===== config.mk =====
export PLATFORM = sky130hd
export DESIGN_NAME = decode_stage
export DESIGN_NICKNAME = d
export VERILOG_FILES = /design/src/rtl/decode_stage.sv
export SDC_FILE = /design/constraint.sdc
export NUM_CORES = 1
export LEC_CHECK = 0
export CAP_MARGIN = 10
export CORE_MARGIN = 3
export CORE_UTILIZATION = 50
export CTS_CLUSTER_DIAMETER = 40
export DETAILED_ROUTE_END_ITERATION = 10
export PLACE_DENSITY = 0.75
export SYNTH_ARGS = -nofsm -noshare
export SYNTH_HDL_FRONTEND = slang
export SYNTH_SLANG_ARGS = --single-unit

===== constraint.sdc =====
create_clock -name clk -period 2.65 [get_ports clk]
set_clock_uncertainty 0.2 [all_clocks]
set_input_delay 0.265 -clock clk [delete_from_list [all_inputs] [get_ports clk]]
set_output_delay 0.265 -clock clk [all_outputs]
set_load 0.02 [all_outputs]

===== src/rtl/decode_stage.sv =====
// rtl/decode_stage.sv - registered, handshaked RV32I decode stage with output/skid buffer
//
// Decodes one RV32I instruction per transfer into the control fields needed by
// the ID/EX register and buffers up to two decoded entries (SKID=1) or one
// (SKID=0). Optional M-extension decode is enabled by defining DECODE_MULDIV_EN.
//
// Ports:
//   clk, rst_n            clock, asynchronous active-low reset
//   flush                 drop all buffered entries and any same-cycle input
//   in_valid/in_ready     fetch-side handshake; in_instr/in_pc are the payload
//   out_valid/out_ready   execute-side handshake
//   out_pc, out_rd/rs1/rs2, out_imm                     operands
//   out_alu_control, out_alu_src, out_alu_a_pc          ALU control
//   out_result_src, out_mem_write, out_mem_funct3       writeback/memory control
//   out_reg_write, out_jump, out_jalr, out_branch, out_br_funct3, out_illegal
module decode_stage #(
  parameter int XLEN = 32,
  parameter int SKID = 1
) (
  input  logic            clk,
  input  logic            rst_n,
  input  logic            flush,
  input  logic            in_valid,
  output logic            in_ready,
  input  logic [31:0]     in_instr,
  input  logic [XLEN-1:0] in_pc,
  output logic            out_valid,
  input  logic            out_ready,
  output logic [XLEN-1:0] out_pc,
  output logic [4:0]      out_rd,
  output logic [4:0]      out_rs1,
  output logic [4:0]      out_rs2,
  output logic [XLEN-1:0] out_imm,
  output logic [4:0]      out_alu_control,
  output logic            out_alu_src,
  output logic            out_alu_a_pc,
  output logic [1:0]      out_result_src,
  output logic            out_mem_write,
  output logic [2:0]      out_mem_funct3,
  output logic            out_reg_write,
  output logic            out_jump,
  output logic            out_jalr,
  output logic            out_branch,
  output logic [2:0]      out_br_funct3,
  output logic            out_illegal
);

  localparam logic [6:0] OPC_LUI    = 7'b0110111;
  localparam logic [6:0] OPC_AUIPC  = 7'b0010111;
  localparam logic [6:0] OPC_JAL    = 7'b1101111;
  localparam logic [6:0] OPC_JALR   = 7'b1100111;
  localparam logic [6:0] OPC_BRANCH = 7'b1100011;
  localparam logic [6:0] OPC_LOAD   = 7'b0000011;
  localparam logic [6:0] OPC_STORE  = 7'b0100011;
  localparam logic [6:0] OPC_OPIMM  = 7'b0010011;
  localparam logic [6:0] OPC_OP     = 7'b0110011;

  localparam logic [4:0] ALU_ADD   = 5'b00000;
  localparam logic [4:0] ALU_SUB   = 5'b00001;
  localparam logic [4:0] ALU_AND   = 5'b00010;
  localparam logic [4:0] ALU_OR    = 5'b00011;
  localparam logic [4:0] ALU_XOR   = 5'b00100;
  localparam logic [4:0] ALU_SLT   = 5'b00101;
  localparam logic [4:0] ALU_SLTU  = 5'b00110;
  localparam logic [4:0] ALU_SLL   = 5'b00111;
  localparam logic [4:0] ALU_SRL   = 5'b01000;
  localparam logic [4:0] ALU_SRA   = 5'b01001;
  localparam logic [4:0] ALU_PASSB = 5'b01010;

  typedef struct packed {
    logic [XLEN-1:0] pc;
    logic [4:0]      rd;
    logic [4:0]      rs1;
    logic [4:0]      rs2;
    logic [XLEN-1:0] imm;
    logic [4:0]      alu_control;
    logic            alu_src;
    logic            alu_a_pc;
    logic [1:0]      result_src;
    logic            mem_write;
    logic [2:0]      mem_funct3;
    logic            reg_write;
    logic            jump;
    logic            jalr;
    logic            branch;
    logic [2:0]      br_funct3;
    logic            illegal;
  } dec_t;

  logic [6:0]  opcode;
  logic [2:0]  funct3;
  logic [6:0]  funct7;
  logic [31:0] imm_i, imm_s, imm_b, imm_u, imm_j, imm32;
  dec_t        dec;
  dec_t        out_q;

  assign opcode = in_instr[6:0];
  assign funct3 = in_instr[14:12];
  assign funct7 = in_instr[31:25];

  assign imm_i = {{20{in_instr[31]}}, in_instr[31:20]};
  assign imm_s = {{20{in_instr[31]}}, in_instr[31:25], in_instr[11:7]};
  assign imm_b = {{19{in_instr[31]}}, in_instr[31], in_instr[7], in_instr[30:25], in_instr[11:8], 1'b0};
  assign imm_u = {in_instr[31:12], 12'b0};
  assign imm_j = {{11{in_instr[31]}}, in_instr[31], in_instr[19:12], in_instr[20], in_instr[30:21], 1'b0};

  // R-type and undecodable encodings carry a zero immediate.
  always_comb begin
    dec     = '0;
    imm32   = '0;
    dec.pc  = in_pc;
    dec.rs1 = in_instr[19:15];
    dec.rs2 = in_instr[24:20];
    case (opcode)
      OPC_LUI: begin
        dec.reg_write   = 1'b1;
        dec.alu_src     = 1'b1;
        dec.alu_control = ALU_PASSB;
        imm32           = imm_u;
      end
      OPC_AUIPC: begin
        dec.reg_write   = 1'b1;
        dec.alu_src     = 1'b1;
        dec.alu_a_pc    = 1'b1;
        dec.alu_control = ALU_ADD;
        imm32           = imm_u;
      end
      OPC_JAL: begin
        dec.reg_write  = 1'b1;
        dec.jump       = 1'b1;
        dec.result_src = 2'b10;
        imm32          = imm_j;
      end
      OPC_JALR: begin
        if (funct3 == 3'b000) begin
          dec.reg_write  = 1'b1;
          dec.jump       = 1'b1;
          dec.jalr       = 1'b1;
          dec.alu_src    = 1'b1;
          dec.result_src = 2'b10;
          imm32          = imm_i;
        end else begin
          dec.illegal = 1'b1;
        end
      end
      OPC_BRANCH: begin
        if (funct3 == 3'b010 || funct3 == 3'b011) begin
          dec.illegal = 1'b1;
        end else begin
          dec.branch      = 1'b1;
          dec.br_funct3   = funct3;
          dec.alu_control = ALU_SUB;
          imm32           = imm_b;
        end
      end
      OPC_LOAD: begin
        case (funct3)
          3'b000, 3'b001, 3'b010, 3'b100, 3'b101: begin
            dec.reg_write  = 1'b1;
            dec.alu_src    = 1'b1;
            dec.result_src = 2'b01;
            dec.mem_funct3 = funct3;
            imm32          = imm_i;
          end
          default: dec.illegal = 1'b1;
        endcase
      end
      OPC_STORE: begin
        case (funct3)
          3'b000, 3'b001, 3'b010: begin
            dec.mem_write  = 1'b1;
            dec.alu_src    = 1'b1;
            dec.mem_funct3 = funct3;
            imm32          = imm_s;
          end
          default: dec.illegal = 1'b1;
        endcase
      end
      OPC_OPIMM: begin
        dec.reg_write = 1'b1;
        dec.alu_src   = 1'b1;
        imm32         = imm_i;
        case (funct3)
          3'b000: dec.alu_control = ALU_ADD;
          3'b010: dec.alu_control = ALU_SLT;
          3'b011: dec.alu_control = ALU_SLTU;
          3'b100: dec.alu_control = ALU_XOR;
          3'b110: dec.alu_control = ALU_OR;
          3'b111: dec.alu_control = ALU_AND;
          3'b001: begin
            if (funct7 == 7'b0000000) dec.alu_control = ALU_SLL;
            else                      dec.illegal     = 1'b1;
          end
          default: begin
            if (funct7 == 7'b0000000)      dec.alu_control = ALU_SRL;
            else if (funct7 == 7'b0100000) dec.alu_control = ALU_SRA;
            else                           dec.illegal     = 1'b1;
          end
        endcase
      end
      OPC_OP: begin
        dec.reg_write = 1'b1;
        if (funct7 == 7'b0000000) begin
          case (funct3)
            3'b000:  dec.alu_control = ALU_ADD;
            3'b001:  dec.alu_control = ALU_SLL;
            3'b010:  dec.alu_control = ALU_SLT;
            3'b011:  dec.alu_control = ALU_SLTU;
            3'b100:  dec.alu_control = ALU_XOR;
            3'b101:  dec.alu_control = ALU_SRL;
            3'b110:  dec.alu_control = ALU_OR;
            default: dec.alu_control = ALU_AND;
          endcase
        end else if (funct7 == 7'b0100000 && funct3 == 3'b000) begin
          dec.alu_control = ALU_SUB;
        end else if (funct7 == 7'b0100000 && funct3 == 3'b101) begin
          dec.alu_control = ALU_SRA;
`ifdef DECODE_MULDIV_EN
        end else if (funct7 == 7'b0000001) begin
          dec.alu_control = {2'b10, funct3};
`endif
        end else begin
          dec.illegal = 1'b1;
        end
      end
      default: dec.illegal = 1'b1;
    endcase
    dec.imm = XLEN'($signed(imm32));
    // An illegal entry must have no architectural side effects downstream.
    if (dec.illegal) begin
      dec.reg_write = 1'b0;
      dec.mem_write = 1'b0;
      dec.jump      = 1'b0;
      dec.jalr      = 1'b0;
      dec.branch    = 1'b0;
    end
    dec.rd = dec.reg_write ? in_instr[11:7] : 5'd0;
  end

  generate
    if (SKID != 0) begin : g_skid
      dec_t skid_q;
      logic out_valid_q;
      logic skid_valid_q;
      logic accept;

      // The skid entry is only ever filled behind a valid output entry, so a
      // valid skid entry means the buffer holds two entries.
      assign accept    = in_valid && !skid_valid_q;
      assign in_ready  = !skid_valid_q;
      assign out_valid = out_valid_q;

      always_ff @(posedge clk or negedge rst_n) begin
        if (!rst_n) begin
          out_q        <= '0;
          skid_q       <= '0;
          out_valid_q  <= 1'b0;
          skid_valid_q <= 1'b0;
        end else if (flush) begin
          out_valid_q  <= 1'b0;
          skid_valid_q <= 1'b0;
        end else if (!out_valid_q) begin
          if (accept) begin
            out_q       <= dec;
            out_valid_q <= 1'b1;
          end
        end else if (out_ready) begin
          if (skid_valid_q) begin
            out_q        <= skid_q;
            skid_valid_q <= 1'b0;
          end else if (accept) begin
            out_q <= dec;
          end else begin
            out_valid_q <= 1'b0;
          end
        end else if (accept) begin
          skid_q       <= dec;
          skid_valid_q <= 1'b1;
        end
      end
    end else begin : g_single
      logic out_valid_q;

      assign in_ready  = !out_valid_q || out_ready;
      assign out_valid = out_valid_q;

      always_ff @(posedge clk or negedge rst_n) begin
        if (!rst_n) begin
          out_q       <= '0;
          out_valid_q <= 1'b0;
        end else if (flush) begin
          out_valid_q <= 1'b0;
        end else if (in_valid && in_ready) begin
          out_q       <= dec;
          out_valid_q <= 1'b1;
        end else if (out_ready) begin
          out_valid_q <= 1'b0;
        end
      end
    end
  endgenerate

  assign out_pc          = out_q.pc;
  assign out_rd          = out_q.rd;
  assign out_rs1         = out_q.rs1;
  assign out_rs2         = out_q.rs2;
  assign out_imm         = out_q.imm;
  assign out_alu_control = out_q.alu_control;
  assign out_alu_src     = out_q.alu_src;
  assign out_alu_a_pc    = out_q.alu_a_pc;
  assign out_result_src  = out_q.result_src;
  assign out_mem_write   = out_q.mem_write;
  assign out_mem_funct3  = out_q.mem_funct3;
  assign out_reg_write   = out_q.reg_write;
  assign out_jump        = out_q.jump;
  assign out_jalr        = out_q.jalr;
  assign out_branch      = out_q.branch;
  assign out_br_funct3   = out_q.br_funct3;
  assign out_illegal     = out_q.illegal;

endmodule

==> results.yml, run 1 <==
run_status:
  status: "complete, no violations"
routing:
  routed_wl_um: 26200
  drt_iter0_drc: 492
  vias_per_cell: 5.77
  ant_nets: 0
  firstDrtPassIters: 6
  routed-via-count: 7958
  drc: 0
  wire_per_inst_um: 19.0
synthesis:
  synth_seq_area_share_pct: 57.7
  synth_nets: 1011
  ys.flop_type: "dfrtp_1"
  async_reset_ff_share_pct: 100
  yosys-top-cells-area: "dfrtp_1 (58%), nand2_1 (9.9%), o22ai_1 (6.2%)"
  ys_seq_elements: 201
  synth.yosys.warnings: 0
  syn_avg_cell_area_um2: 9.26
  synth_enable_flop_cells: 0
  yosysTopAreaCellShare_pct: 57.7
  synth_area_um2: 8720
  yosysTopAreaCell: "dfrtp_1"
  yosysUniqueCellTypes: 52
  syn_inst: 942
critical_path:
  critPathKind: "in2reg"
  endpoint_kind: "flip-flop"
  crit_fanout: 7
  cp.required_ns: 2.91
  arrival_ns: 2.59
  reg2reg_slack_ns: 0.56
  crit_path_start_kind: "input port"
  r2r-start: "out_valid$_DFF_PN0_"
  critPathLaunch: "in_instr[25]"
power:
  finalPower_uw: 9900
  p_leak_uw: 0.00530
  power_density_nw_per_um2: 820
  peakVddDrop_uv: 590
grt:
  antenna_found_initial: 1
  grt-ovfl-total: 0
  grt_pass1_wl_um: 42400
  grtUsageTotal_pct: 26.6
  grt_max_degree: 66
  grt_pass1_vias: 7789
placed_design:
  post-dp-hpwl_um: 16900
  postPlaceCellArea_um2: 11000
  portBuffers: 170
  gp_congestion: 0.906
cells_and_area:
  syn_to_final_growth_pct: 38.4
  drive_gt1_share_pct: 11.4
  final_area_um2: 12100
  fillers: 1273
  finalCoreUtilization_pct: 71.8
  fin_nets: 1203
timing:
  finalSetupTns_ns: 0
  fmax_mhz: 429
  drv_slew: 0
  hold_viol: 0
  fin_crit_sh_pct: 87.9
  tightest_slew_ns: 0.670
  relSlewSlack_pct: 55.3
  finalSetupViolCount: 0
  rsz0062_at_grt: "no"
  post-route-min-period_ns: 2.33
cts:
  postCtsHoldBufs: 1
  root_buffer: "clkbuf_16"
  numCtsBuffers: 30
  clk_latency_ns: 0.53
  cts_setup_buffers: 0
  clkTransAtPathRegs_ns: 0.05
  cts_tree: "yes"
  cts_resized: 0
  htree_levels: 1
  cts_buffer_depth: 3
  cts.sinks: 201
min_path:
  hold_class: "in2reg"
  worstHoldStart: "in_pc[3]"
die:
  start_util_pct: 51.9
  row_count: 47
  io_pins: 171
  core_um2: 16800
  die_w_um: 138
  fp.dieH_um: 138
  die-area_um2: 19100
flow_run:
  drv_cap: 0
[power breakdown]
group / internal [uW] / total (uW) / leakage (uW) / switching [uW]
registers: 3550 / 3840 / 0.00251 / 292
clock network: 2580 / 4040 / 0.000499 / 1460
logic: 946 / 2020 / 0.00229 / 1080
[layer usage]
metal	vias up	share of wire [%]	global-route usage (%)
li1	3708	-	-
met1	3918	44	38.7
met2	293	47	41.1
met3	39	6.8	5.77
met4	0	1.9	6.55
met5	-	0	0
[logic make-up (layout without fill, tap and decap cells)]
family | count (synthesis) | after routing | share of synthesized area, %
other cells | 0 | 1 | 0
flops | 201 | 201 | 57.7
mux | 4 | 4 | 0.502
xor+xnor | 3 | 3 | 0.301
buf+inv | 77 | 293 | 3.53
compound gates | 300 | 300 | 20.8
simple gates | 357 | 357 | 17.2
[state kept, by name (all words and copies together) (netlist names), 2 cells and up]
signal,flops
out_pc,32
out_rd,5
out_result_src,2
out_imm,32
out_mem_funct3,3
out_rs2,5
out_br_funct3,3
out_alu_control,5
out_rs1,5
g_skid.skid_q,99
[layout by cell type (no fill, tap or decap), types with 5 or more instances in the layout]
master,n
clkinvlp_4,5
o22ai_1,87
inv_1,5
a22o_1,9
nand2b_1,6
nand3_1,7
clkbuf_16,31
a21oi_1,106
o211ai_1,22
o31ai_1,5
dfrtp_1,201
o21ai_0,38
nor2b_1,5
clkdlybuf4s50_1,169
buf_12,8
nor4_1,6
nor3_1,10
nor2_1,74
buf_4,53
nand2_1,227
[worst max-delay path, cell delays in order]
cell             delay [ns]
clkdlybuf4s50_1        0.49
nor4_2                 0.38
nand2_1                0.16
o221a_1                0.29
or4_1                  0.41
buf_4                  0.19
nor3_4                 0.22
a22o_1                 0.18
[worst paths after layout]
kind | end | depth (start not counted)
worst max-delay path | g_skid.skid_q[67]$_DFFE_PN0P_ | 8
worst min-delay path | g_skid.skid_q[71]$_DFFE_PN0P_ | 3
worst max register to register | out_pc[18]$_DFFE_PN0P_ | 6
worst min register to register | g_skid.skid_q[13]$_DFFE_PN0P_ | 1
max in group asynchronous | g_skid.skid_q[70]$_DFFE_PN0P_ | 3
min in group asynchronous | out_imm[3]$_DFFE_PN0P_ | 2
[cell type report]
cell class                 count  area (um2)  share of cell area (%)
sequential                   201        5030                    41.7
inverter                       5        18.8                   0.155
clock inverter                20         241                    2.00
timing repair buffer         232        2270                    18.8
multi-input combinational    664        3430                    28.4
antenna                        1        2.50                  0.0207
clock buffer                  36         805                    6.66
tap                          220         275                    2.28
[per-stage QoR]
step	setup slack [ns]	hold slack, ns	std cells
floorplan	0.389	-0.231	942
global placement	-0.145	0.105	1321
finish	0.321	0.100	1379
detailed placement	-0.207	0.105	1321
global route	0.139	0.0924	1379
CTS	0.325	0.0872	1378
[cell usage after synthesis (all sizes together) (3+ instances only)]
cell / instances
a21oi: 108
a211oi: 5
nand2: 229
nand2b: 6
o211ai: 22
o22a: 4
a21o: 3
and3: 3
dfrtp: 201
a22oi: 4
nor3: 12
buf: 13
inv: 5
o31ai: 5
nor2b: 5
clkbuf: 59
mux2: 3
or2: 4
o2bb2ai: 3
nor4: 8
a22o: 9
nand3: 7
o22ai: 87
nor2: 74
o21ai: 38
Note: power is estimated with default switching activity, not from simulation.
==> run 2, diff against run 1 <==
--- a/config.mk
+++ b/config.mk
@@ -11,6 +11,7 @@
 export CTS_CLUSTER_DIAMETER = 40
 export DETAILED_ROUTE_END_ITERATION = 10
 export PLACE_DENSITY = 0.75
+export SKIP_CTS_REPAIR_TIMING = 1
 export SYNTH_ARGS = -nofsm -noshare
 export SYNTH_HDL_FRONTEND = slang
 export SYNTH_SLANG_ARGS = --single-unit
==> results of run 2 <==
The final DEF is identical to that of run 1; final timing and power are the same.
Main changes from that run: met3 usage 5.77% -> 5.80%
